### config.mk
export PLATFORM = sky130hd
export DESIGN_NAME = execute_unit_flat
export DESIGN_NICKNAME = d
export VERILOG_FILES = /design/src/rtl/execute_unit_if.sv /design/src/rtl/execute_unit.sv /design/src/flat_wrapper.sv
export SDC_FILE = /design/constraint.sdc
export NUM_CORES = 1
export LEC_CHECK = 0
export BUFFER_PORTS_ARGS = -buffer_cell sky130_fd_sc_hd__buf_2
export CAP_MARGIN = 30
export CORE_UTILIZATION = 48
export CTS_BUF_LIST = sky130_fd_sc_hd__clkbuf_8
export DETAILED_ROUTE_END_ITERATION = 6
export PLACE_DENSITY_LB_ADDON = 0.12
export SLEW_MARGIN = 10
export SYNTH_ARGS = -nofsm -noshare
export SYNTH_HDL_FRONTEND = slang
export SYNTH_SLANG_ARGS = --single-unit
### constraint.sdc
create_clock -name clk -period 8.3 [get_ports clk]
set_clock_uncertainty 0.2 [all_clocks]
set_input_delay 1.66 -clock clk [delete_from_list [all_inputs] [get_ports clk]]
set_output_delay 1.66 -clock clk [all_outputs]
set_load 0.01 [all_outputs]
### src/rtl/execute_unit_if.sv
// Issue-side and result-side bus of the integer execute stage, bundled for master (issue/LSQ/ROB/CDB side) and slave (execute_unit).
// ctrl_in layout: [8:5] aluop, [4] memtoreg, [3] memwr, [2] cjump, [1] ucjump, [0] regwrite.
interface execute_unit_if #(
    parameter int WIDTH = 32,
    parameter int ROB_W = 5,
    parameter int RS_W  = 4,
    parameter int LSQ_W = 4
);
    logic             flush;
    logic [ROB_W-1:0] tag_in;
    logic [RS_W-1:0]  rs_id_in;
    logic [LSQ_W-1:0] lsq_id_in;
    logic [WIDTH-1:0] source_a;
    logic [WIDTH-1:0] source_b;
    logic [WIDTH-1:0] data_in;
    logic [8:0]       ctrl_in;
    logic             exe_busy;
    logic             cdb_valid;
    logic             cdb_ready;
    logic [ROB_W-1:0] cdb_tag;
    logic [RS_W-1:0]  cdb_rs_id;
    logic [WIDTH-1:0] cdb_value;
    logic             lsq_valid;
    logic [LSQ_W-1:0] lsq_id_out;
    logic [WIDTH-1:0] lsq_addr;
    logic [WIDTH-1:0] lsq_data;
    logic             br_valid;
    logic [ROB_W-1:0] br_tag;
    logic             br_taken;
    logic             state_dbg;

    // Handshakes: an op transfers on a posedge where tag_in!=0, exe_busy=0 and flush=0;
    // a CDB result transfers on a posedge where cdb_valid=1 and cdb_ready=1.
    // lsq_valid and br_valid are single-cycle pulses with no back-pressure.
    modport slave (
        input  flush, tag_in, rs_id_in, lsq_id_in, source_a, source_b, data_in, ctrl_in, cdb_ready,
        output exe_busy, cdb_valid, cdb_tag, cdb_rs_id, cdb_value,
               lsq_valid, lsq_id_out, lsq_addr, lsq_data, br_valid, br_tag, br_taken, state_dbg
    );

    modport master (
        output flush, tag_in, rs_id_in, lsq_id_in, source_a, source_b, data_in, ctrl_in, cdb_ready,
        input  exe_busy, cdb_valid, cdb_tag, cdb_rs_id, cdb_value,
               lsq_valid, lsq_id_out, lsq_addr, lsq_data, br_valid, br_tag, br_taken, state_dbg
    );
endinterface

### src/rtl/execute_unit.sv
// Integer execute stage: 1-cycle ALU, iterative shift-add MUL, LSQ address generation and branch resolution.
// ALU/MUL/JMP-link results leave on the CDB under a valid/ready handshake; exe_busy holds issue.
module execute_unit #(
    parameter int WIDTH     = 32,
    parameter int MUL_STEPS = 32,
    parameter int ROB_W     = 5,
    parameter int RS_W      = 4,
    parameter int LSQ_W     = 4
) (
    input logic           clk,
    input logic           reset,
    execute_unit_if.slave eu
);
    localparam int CW   = $clog2(MUL_STEPS);
    localparam int SH_W = $clog2(WIDTH);

    typedef enum logic {S_IDLE = 1'b0, S_MUL = 1'b1} state_t;

    state_t           state_q, state_d;
    logic             cdb_valid_q, cdb_valid_d;
    logic [ROB_W-1:0] cdb_tag_q, cdb_tag_d;
    logic [RS_W-1:0]  cdb_rs_id_q, cdb_rs_id_d;
    logic [WIDTH-1:0] cdb_value_q, cdb_value_d;
    logic             lsq_valid_q, lsq_valid_d;
    logic [LSQ_W-1:0] lsq_id_q, lsq_id_d;
    logic [WIDTH-1:0] lsq_addr_q, lsq_addr_d;
    logic [WIDTH-1:0] lsq_data_q, lsq_data_d;
    logic             br_valid_q, br_valid_d;
    logic [ROB_W-1:0] br_tag_q, br_tag_d;
    logic             br_taken_q, br_taken_d;
    logic [WIDTH-1:0] mul_acc_q, mul_acc_d;
    logic [WIDTH-1:0] mul_a_q, mul_a_d;
    logic [WIDTH-1:0] mul_b_q, mul_b_d;
    logic [CW-1:0]    mul_cnt_q, mul_cnt_d;
    logic [ROB_W-1:0] mul_tag_q, mul_tag_d;
    logic [RS_W-1:0]  mul_rs_q, mul_rs_d;

    logic [3:0]       aluop;
    logic             is_mem, is_br, is_jmp, is_mul;
    logic             accept, busy;
    logic             mul_last;
    logic [WIDTH-1:0] mul_sum;
    logic [WIDTH-1:0] alu_res;
    logic [SH_W-1:0]  shamt;
    logic             br_cond;
    logic             unused_regwrite;

    assign unused_regwrite = eu.ctrl_in[0];

    // Priority-ordered classification of the presented op
    assign aluop  = eu.ctrl_in[8:5];
    assign is_mem = eu.ctrl_in[4] | eu.ctrl_in[3];
    assign is_br  = !is_mem && eu.ctrl_in[2];
    assign is_jmp = !is_mem && !eu.ctrl_in[2] && eu.ctrl_in[1];
    assign is_mul = !is_mem && !eu.ctrl_in[2] && !eu.ctrl_in[1] && (aluop == 4'd10);

    assign busy     = (state_q == S_MUL) || (cdb_valid_q && !eu.cdb_ready);
    assign accept   = (eu.tag_in != '0) && !busy && !eu.flush;
    assign mul_last = (state_q == S_MUL) && (mul_cnt_q == CW'(MUL_STEPS - 1));
    assign mul_sum  = mul_acc_q + (mul_b_q[0] ? mul_a_q : '0);
    assign shamt    = eu.source_b[SH_W-1:0];

    always_comb begin
        alu_res = '0;
        case (aluop)
            4'd0:    alu_res = eu.source_a + eu.source_b;
            4'd1:    alu_res = eu.source_a - eu.source_b;
            4'd2:    alu_res = eu.source_a & eu.source_b;
            4'd3:    alu_res = eu.source_a | eu.source_b;
            4'd4:    alu_res = eu.source_a ^ eu.source_b;
            4'd5:    alu_res = WIDTH'($signed(eu.source_a) < $signed(eu.source_b));
            4'd6:    alu_res = WIDTH'(eu.source_a < eu.source_b);
            4'd7:    alu_res = eu.source_a << shamt;
            4'd8:    alu_res = eu.source_a >> shamt;
            4'd9:    alu_res = $unsigned($signed(eu.source_a) >>> shamt);
            4'd11:   alu_res = eu.source_b;
            4'd12:   alu_res = WIDTH'(eu.source_a == eu.source_b);
            4'd13:   alu_res = WIDTH'(eu.source_a != eu.source_b);
            4'd14:   alu_res = WIDTH'($signed(eu.source_a) < $signed(eu.source_b));
            4'd15:   alu_res = WIDTH'($signed(eu.source_a) >= $signed(eu.source_b));
            default: alu_res = '0;
        endcase
    end

    // Only the compare opcodes resolve a conditional branch
    assign br_cond = (aluop[3:2] == 2'b11) && alu_res[0];

    always_ff @(posedge clk or posedge reset) begin
        if (reset) begin
            state_q     <= S_IDLE;
            cdb_valid_q <= 1'b0;
            cdb_tag_q   <= '0;
            cdb_rs_id_q <= '0;
            cdb_value_q <= '0;
            lsq_valid_q <= 1'b0;
            lsq_id_q    <= '0;
            lsq_addr_q  <= '0;
            lsq_data_q  <= '0;
            br_valid_q  <= 1'b0;
            br_tag_q    <= '0;
            br_taken_q  <= 1'b0;
            mul_acc_q   <= '0;
            mul_a_q     <= '0;
            mul_b_q     <= '0;
            mul_cnt_q   <= '0;
            mul_tag_q   <= '0;
            mul_rs_q    <= '0;
        end else begin
            state_q     <= state_d;
            cdb_valid_q <= cdb_valid_d;
            cdb_tag_q   <= cdb_tag_d;
            cdb_rs_id_q <= cdb_rs_id_d;
            cdb_value_q <= cdb_value_d;
            lsq_valid_q <= lsq_valid_d;
            lsq_id_q    <= lsq_id_d;
            lsq_addr_q  <= lsq_addr_d;
            lsq_data_q  <= lsq_data_d;
            br_valid_q  <= br_valid_d;
            br_tag_q    <= br_tag_d;
            br_taken_q  <= br_taken_d;
            mul_acc_q   <= mul_acc_d;
            mul_a_q     <= mul_a_d;
            mul_b_q     <= mul_b_d;
            mul_cnt_q   <= mul_cnt_d;
            mul_tag_q   <= mul_tag_d;
            mul_rs_q    <= mul_rs_d;
        end
    end

    always_comb begin
        state_d = state_q;
        case (state_q)
            S_IDLE:  if (accept && is_mul) state_d = S_MUL;
            S_MUL:   if (mul_last) state_d = S_IDLE;
            default: state_d = S_IDLE;
        endcase
        if (eu.flush) state_d = S_IDLE;
    end

    always_comb begin
        cdb_valid_d = cdb_valid_q && !eu.cdb_ready;
        cdb_tag_d   = cdb_tag_q;
        cdb_rs_id_d = cdb_rs_id_q;
        cdb_value_d = cdb_value_q;
        lsq_valid_d = 1'b0;
        lsq_id_d    = lsq_id_q;
        lsq_addr_d  = lsq_addr_q;
        lsq_data_d  = lsq_data_q;
        br_valid_d  = 1'b0;
        br_tag_d    = br_tag_q;
        br_taken_d  = br_taken_q;
        mul_acc_d   = mul_acc_q;
        mul_a_d     = mul_a_q;
        mul_b_d     = mul_b_q;
        mul_cnt_d   = mul_cnt_q;
        mul_tag_d   = mul_tag_q;
        mul_rs_d    = mul_rs_q;

        if (state_q == S_MUL) begin
            mul_acc_d = mul_sum;
            mul_a_d   = mul_a_q << 1;
            mul_b_d   = mul_b_q >> 1;
            mul_cnt_d = mul_cnt_q + CW'(1);
            if (mul_last) begin
                cdb_valid_d = 1'b1;
                cdb_tag_d   = mul_tag_q;
                cdb_rs_id_d = mul_rs_q;
                cdb_value_d = mul_sum;
            end
        end

        if (accept) begin
            if (is_mem) begin
                lsq_valid_d = 1'b1;
                lsq_id_d    = eu.lsq_id_in;
                lsq_addr_d  = eu.source_a + eu.source_b;
                lsq_data_d  = eu.data_in;
            end else if (is_br) begin
                br_valid_d = 1'b1;
                br_tag_d   = eu.tag_in;
                br_taken_d = br_cond;
            end else if (is_jmp) begin
                br_valid_d  = 1'b1;
                br_tag_d    = eu.tag_in;
                br_taken_d  = 1'b1;
                cdb_valid_d = 1'b1;
                cdb_tag_d   = eu.tag_in;
                cdb_rs_id_d = eu.rs_id_in;
                cdb_value_d = eu.source_a;
            end else if (is_mul) begin
                mul_acc_d = '0;
                mul_a_d   = eu.source_a;
                mul_b_d   = eu.source_b;
                mul_cnt_d = '0;
                mul_tag_d = eu.tag_in;
                mul_rs_d  = eu.rs_id_in;
            end else begin
                cdb_valid_d = 1'b1;
                cdb_tag_d   = eu.tag_in;
                cdb_rs_id_d = eu.rs_id_in;
                cdb_value_d = alu_res;
            end
        end

        // A result handed over in the flush cycle is still consumed; nothing new survives
        if (eu.flush) begin
            cdb_valid_d = 1'b0;
            lsq_valid_d = 1'b0;
            br_valid_d  = 1'b0;
        end
    end

    always_comb begin
        eu.exe_busy   = busy;
        eu.cdb_valid  = cdb_valid_q;
        eu.cdb_tag    = cdb_tag_q;
        eu.cdb_rs_id  = cdb_rs_id_q;
        eu.cdb_value  = cdb_value_q;
        eu.lsq_valid  = lsq_valid_q;
        eu.lsq_id_out = lsq_id_q;
        eu.lsq_addr   = lsq_addr_q;
        eu.lsq_data   = lsq_data_q;
        eu.br_valid   = br_valid_q;
        eu.br_tag     = br_tag_q;
        eu.br_taken   = br_taken_q;
        eu.state_dbg  = state_q;
    end
endmodule

### src/flat_wrapper.sv
// flat-port wrapper written by rule: the top's interface ports become plain ports
module execute_unit_flat 
#(
    parameter int WIDTH     = 32,
    parameter int MUL_STEPS = 32,
    parameter int ROB_W     = 5,
    parameter int RS_W      = 4,
    parameter int LSQ_W     = 4
)
  (clk, reset, eu_flush, eu_tag_in, eu_rs_id_in, eu_lsq_id_in, eu_source_a, eu_source_b, eu_data_in, eu_ctrl_in, eu_cdb_ready, eu_exe_busy, eu_cdb_valid, eu_cdb_tag, eu_cdb_rs_id, eu_cdb_value, eu_lsq_valid, eu_lsq_id_out, eu_lsq_addr, eu_lsq_data, eu_br_valid, eu_br_tag, eu_br_taken, eu_state_dbg);
  execute_unit_if #(.WIDTH(WIDTH), .ROB_W(ROB_W), .RS_W(RS_W), .LSQ_W(LSQ_W)) eu_i ();
  input logic clk;
  input logic reset;
  input wire logic [$bits(eu_i.flush)-1:0] eu_flush;
  input wire logic [$bits(eu_i.tag_in)-1:0] eu_tag_in;
  input wire logic [$bits(eu_i.rs_id_in)-1:0] eu_rs_id_in;
  input wire logic [$bits(eu_i.lsq_id_in)-1:0] eu_lsq_id_in;
  input wire logic [$bits(eu_i.source_a)-1:0] eu_source_a;
  input wire logic [$bits(eu_i.source_b)-1:0] eu_source_b;
  input wire logic [$bits(eu_i.data_in)-1:0] eu_data_in;
  input wire logic [$bits(eu_i.ctrl_in)-1:0] eu_ctrl_in;
  input wire logic [$bits(eu_i.cdb_ready)-1:0] eu_cdb_ready;
  output wire logic [$bits(eu_i.exe_busy)-1:0] eu_exe_busy;
  output wire logic [$bits(eu_i.cdb_valid)-1:0] eu_cdb_valid;
  output wire logic [$bits(eu_i.cdb_tag)-1:0] eu_cdb_tag;
  output wire logic [$bits(eu_i.cdb_rs_id)-1:0] eu_cdb_rs_id;
  output wire logic [$bits(eu_i.cdb_value)-1:0] eu_cdb_value;
  output wire logic [$bits(eu_i.lsq_valid)-1:0] eu_lsq_valid;
  output wire logic [$bits(eu_i.lsq_id_out)-1:0] eu_lsq_id_out;
  output wire logic [$bits(eu_i.lsq_addr)-1:0] eu_lsq_addr;
  output wire logic [$bits(eu_i.lsq_data)-1:0] eu_lsq_data;
  output wire logic [$bits(eu_i.br_valid)-1:0] eu_br_valid;
  output wire logic [$bits(eu_i.br_tag)-1:0] eu_br_tag;
  output wire logic [$bits(eu_i.br_taken)-1:0] eu_br_taken;
  output wire logic [$bits(eu_i.state_dbg)-1:0] eu_state_dbg;
  assign eu_i.flush = eu_flush;
  assign eu_i.tag_in = eu_tag_in;
  assign eu_i.rs_id_in = eu_rs_id_in;
  assign eu_i.lsq_id_in = eu_lsq_id_in;
  assign eu_i.source_a = eu_source_a;
  assign eu_i.source_b = eu_source_b;
  assign eu_i.data_in = eu_data_in;
  assign eu_i.ctrl_in = eu_ctrl_in;
  assign eu_i.cdb_ready = eu_cdb_ready;
  assign eu_exe_busy = eu_i.exe_busy;
  assign eu_cdb_valid = eu_i.cdb_valid;
  assign eu_cdb_tag = eu_i.cdb_tag;
  assign eu_cdb_rs_id = eu_i.cdb_rs_id;
  assign eu_cdb_value = eu_i.cdb_value;
  assign eu_lsq_valid = eu_i.lsq_valid;
  assign eu_lsq_id_out = eu_i.lsq_id_out;
  assign eu_lsq_addr = eu_i.lsq_addr;
  assign eu_lsq_data = eu_i.lsq_data;
  assign eu_br_valid = eu_i.br_valid;
  assign eu_br_tag = eu_i.br_tag;
  assign eu_br_taken = eu_i.br_taken;
  assign eu_state_dbg = eu_i.state_dbg;
  execute_unit #(.WIDTH(WIDTH), .MUL_STEPS(MUL_STEPS), .ROB_W(ROB_W), .RS_W(RS_W), .LSQ_W(LSQ_W)) u_core (.clk(clk), .reset(reset), .eu(eu_i));
endmodule
==> flow_summary.json <==
{
  "fp.dieW_microns": 206,
  "ys.flop_type": "dfrtp_1",
  "post_cts_buffers": 0,
  "netSwitchingPower_mw": 1.44,
  "min_path_cells": 2,
  "grt_max_degree": 108,
  "p_clk_frac": 0.297,
  "startpoint_type": "input port",
  "place_hpwl_microns": 60200,
  "r2r_end": "u_core.eu.cdb_value[31]",
  "critPathArrivalTime_ns": 5.83,
  "min-delay-start": "u_core.eu.lsq_id_out[1]",
  "yosysTopAreaCell": "dfrtp_1",
  "worst_pin_slew_ns": 0.970,
  "finalCriticalPeriod_ns": 5.56,
  "nets": 2973,
  "worst_r2r_startpoint": "u_core.mul_b_q[0]",
  "cp-end-kind": "flop",
  "ff2ff_path_depth": 13,
  "clkTransAtPathRegs_ns": 0.06,
  "numCtsBuffers": 42,
  "synth_edf_count": 0,
  "ys_types": 92,
  "setup_viol_count_final": 0,
  "synth_top_cells_by_count": "nand2_1 (516), dfrtp_1 (229), nor2_1 (204), o21ai_0 (173), a21oi_1 (172)",
  "syn_avg_cell_area_sq_um": 7.79,
  "fin_setup_tns_ns": 0,
  "clockBufferDepth": 3,
  "vias_per_cell": 6.38,
  "design_area_sq_um": 22400,
  "path_class": "input port to flop",
  "fill_cells": 4014,
  "cpLargestDelayFamily": "compound AO/OA/AOI/OAI gates",
  "regArea_sq_um": 5730,
  "critPathRequiredTime_ns": 8.57,
  "route.detailed.drc": 40,
  "syn_inst": 2573,
  "io_pins": 242,
  "min_to": "u_core.eu.lsq_id_out[1]",
  "path_cells": "buf_2, inv_1, ha_1, nor4_2, nand4_1, a211oi_1, o311ai_0, nand3_1, a21oi_1, nand4_1, o211ai_1, o31ai_1, o211ai_1",
  "first_global_vias": 19603,
  "power_frac_seq": 0.363,
  "maxSlewHeadroom": 0.349,
  "firstDrtPassIters": 7,
  "postCtsHoldBufs": 0,
  "synth.most_common_cell": "nand2_1",
  "critPathBufInv": 2,
  "syn2layout_area_growth_pct": 11.8,
  "cts.repair.resized": 0,
  "hold_viol_final": 0,
  "route.vias.total": 20907,
  "power.internal_mw": 2.35,
  "antenna_found_initial": 2,
  "initial_core_util": 0.489,
  "status": "complete, but fails checks",
  "cts_tree": "yes",
  "core_sq_um": 41000,
  "drv_cap": 0,
  "syn_nets": 2828,
  "slowest_delay_ns": 0.62,
  "crit_fanout": 11,
  "multi_input_area_sq_um": 13300,
  "port_buffers": 240,
  "hp-class": "flop to flop",
  "die_h_microns": 206,
  "synth_seq_cells": 229,
  "yosys_warnings": 0,
  "violations": "design-rule violations",
  "irDropWorstVdd_uv": 128,
  "p_per_area_nw_per_um2": 169,
  "netlist.area_leader.share": 0.286,
  "routed_wl_microns": 83600,
  "power_mw": 3.79,
  "dr.first_iter.drc_count": 2173,
  "rows": 74,
  "grtUsageTotal": 0.386,
  "swShare": 0.381,
  "synth.yosys.seq_area_share": 0.286,
  "rrSetupSlack_ns": 4.16,
  "power_leakage_nw": 10.7,
  "clock_latency_ns": 0.64,
  "async_flop_share": 1.00,
  "die_area_sq_um": 42600,
  "ys_top_cells_by_area": "dfrtp_1 (29%), nand2_1 (9.7%), ha_1 (8.1%), o21ai_0 (4.3%), a21oi_1 (4.3%)",
  "syn_area_sq_um": 20100,
  "post-route-period-util": 0.670,
  "gr-total-overflow": 0,
  "grt_pass1_wl_microns": 123000,
  "finalMaxSlewViolations": 0,
  "htreeDepth": 2,
  "fmax_mhz": 180,
  "place_area_sq_um": 21600,
  "final_antenna_net_count": 0,
  "cts_root_buffer": "clkbuf_8",
  "wl_per_cell_microns": 25.5,
  "place_congestion": 0.991,
  "drive_gt1_frac": 0.161,
  "cp_num_cells": 13,
  "cts.sinks": 229,
  "power_frac_comb": 0.340,
  "crit_slowest_cell": "o31ai_1",
  "rsz0062_at_grt": "no"
}
placed cells by master, fill, tap and decap left out, types with 27 or more instances in the layout:
cell / instances
a22oi_1: 94
and2_1: 42
a21oi_1: 172
nor2_1: 202
ha_1: 130
nand2_1: 516
clkbuf_8: 50
buf_4: 39
a21o_1: 30
o211ai_1: 38
buf_2: 240
mux2_2: 37
a211oi_1: 33
nor3_1: 48
dfrtp_1: 228
o22ai_1: 27
xnor2_1: 52
inv_1: 106
mux2i_1: 68
o21ai_0: 173
registers in the layout (all words and copies together), names as in the netlist, 4 cells and up:
name,count
u_core.mul_a_q,32
u_core.eu.lsq_id_out,4
u_core.eu.cdb_rs_id,4
u_core.mul_tag_q,5
u_core.eu.cdb_value,32
u_core.mul_rs_q,4
u_core.mul_acc_q,32
u_core.eu.lsq_addr,32
u_core.eu.br_tag,5
u_core.mul_cnt_q,5
u_core.eu.cdb_tag,5
u_core.eu.lsq_data,32
u_core.mul_b_q,32
power by group through the flow:
| stage | Clock, mW | Combinational [mW] | Sequential (mW) |
|---|---|---|---|
| after floorplan | 0 | 0.728 | 1.43 |
| after global placement | 0 | 1.24 | 1.39 |
| after detailed placement | 0 | 1.25 | 1.39 |
| after CTS | 1.15 | 1.26 | 1.37 |
| after global routing | 1.20 | 1.39 | 1.39 |
| final | 1.13 | 1.29 | 1.38 |
stage by stage:
step | setup slack, ns | util | hold WS [ns] | cells
4_1_cts | 3.04 | 0.546 | 0.272 | 3276
2_1_floorplan | 0.164 | - | 0.246 | 2573
3_3_place_gp | 2.42 | 0.525 | 0.253 | 3204
6_report | 2.74 | 0.546 | 0.270 | 3279
3_5_place_dp | 2.36 | 0.525 | 0.258 | 3205
5_1_grt | 2.61 | 0.546 | 0.289 | 3278
cell families (layout without fill, tap and decap cells):
kind of cell    Yosys count  in the layout  share of synthesized area
fa+ha+maj               133            133                     0.0841
flops                   229            229                      0.286
buf+inv                 281            453                     0.0552
xor+xnor                 74             74                     0.0323
other cells               0              2                          0
mux                     125            125                     0.0772
simple gates            956            956                      0.208
compound gates          775            775                      0.258
tightest hold or removal path: stages, from the launching register on:
cell	delay (ns)
dfrtp_1	0.34
nand2_1	0.05
nand2_1	0.05
layer usage:
layer / GRT usage / part of all wire / wire length [microns] / vias up
li1: - / - / - / 9506
met1: 0.522 / 0.42 / 34900 / 10104
met2: 0.589 / 0.44 / 37000 / 1116
met3: 0.0892 / 0.10 / 8320 / 181
met4: 0.162 / 0.040 / 3360 / 0
met5: 0 / 0 / 0 / -
worst max path at each step:
stage                    start                      end
2_1_floorplan            reset      u_core.eu.br_tag[0]
3_3_place_gp    eu_source_a[0]  u_core.eu.cdb_value[24]
3_5_place_dp    eu_source_a[0]  u_core.eu.cdb_value[24]
4_1_cts         eu_source_a[0]  u_core.eu.cdb_value[24]
5_1_grt         eu_source_b[2]  u_core.eu.cdb_value[15]
6_report       eu_source_a[19]  u_core.eu.cdb_value[30]
area by class of cell:
class | instances | share of cell area
Tap cell | 532 | 0.0297
Antenna cell | 2 | 0.000223
Sequential cell | 229 | 0.256
Clock inverter | 21 | 0.00726
Timing Repair Buffer | 279 | 0.0666
Multi-Input combinational cell | 2063 | 0.592
Clock buffer | 50 | 0.0307
Inverter | 103 | 0.0176
(Power assumes the default switching activity.)
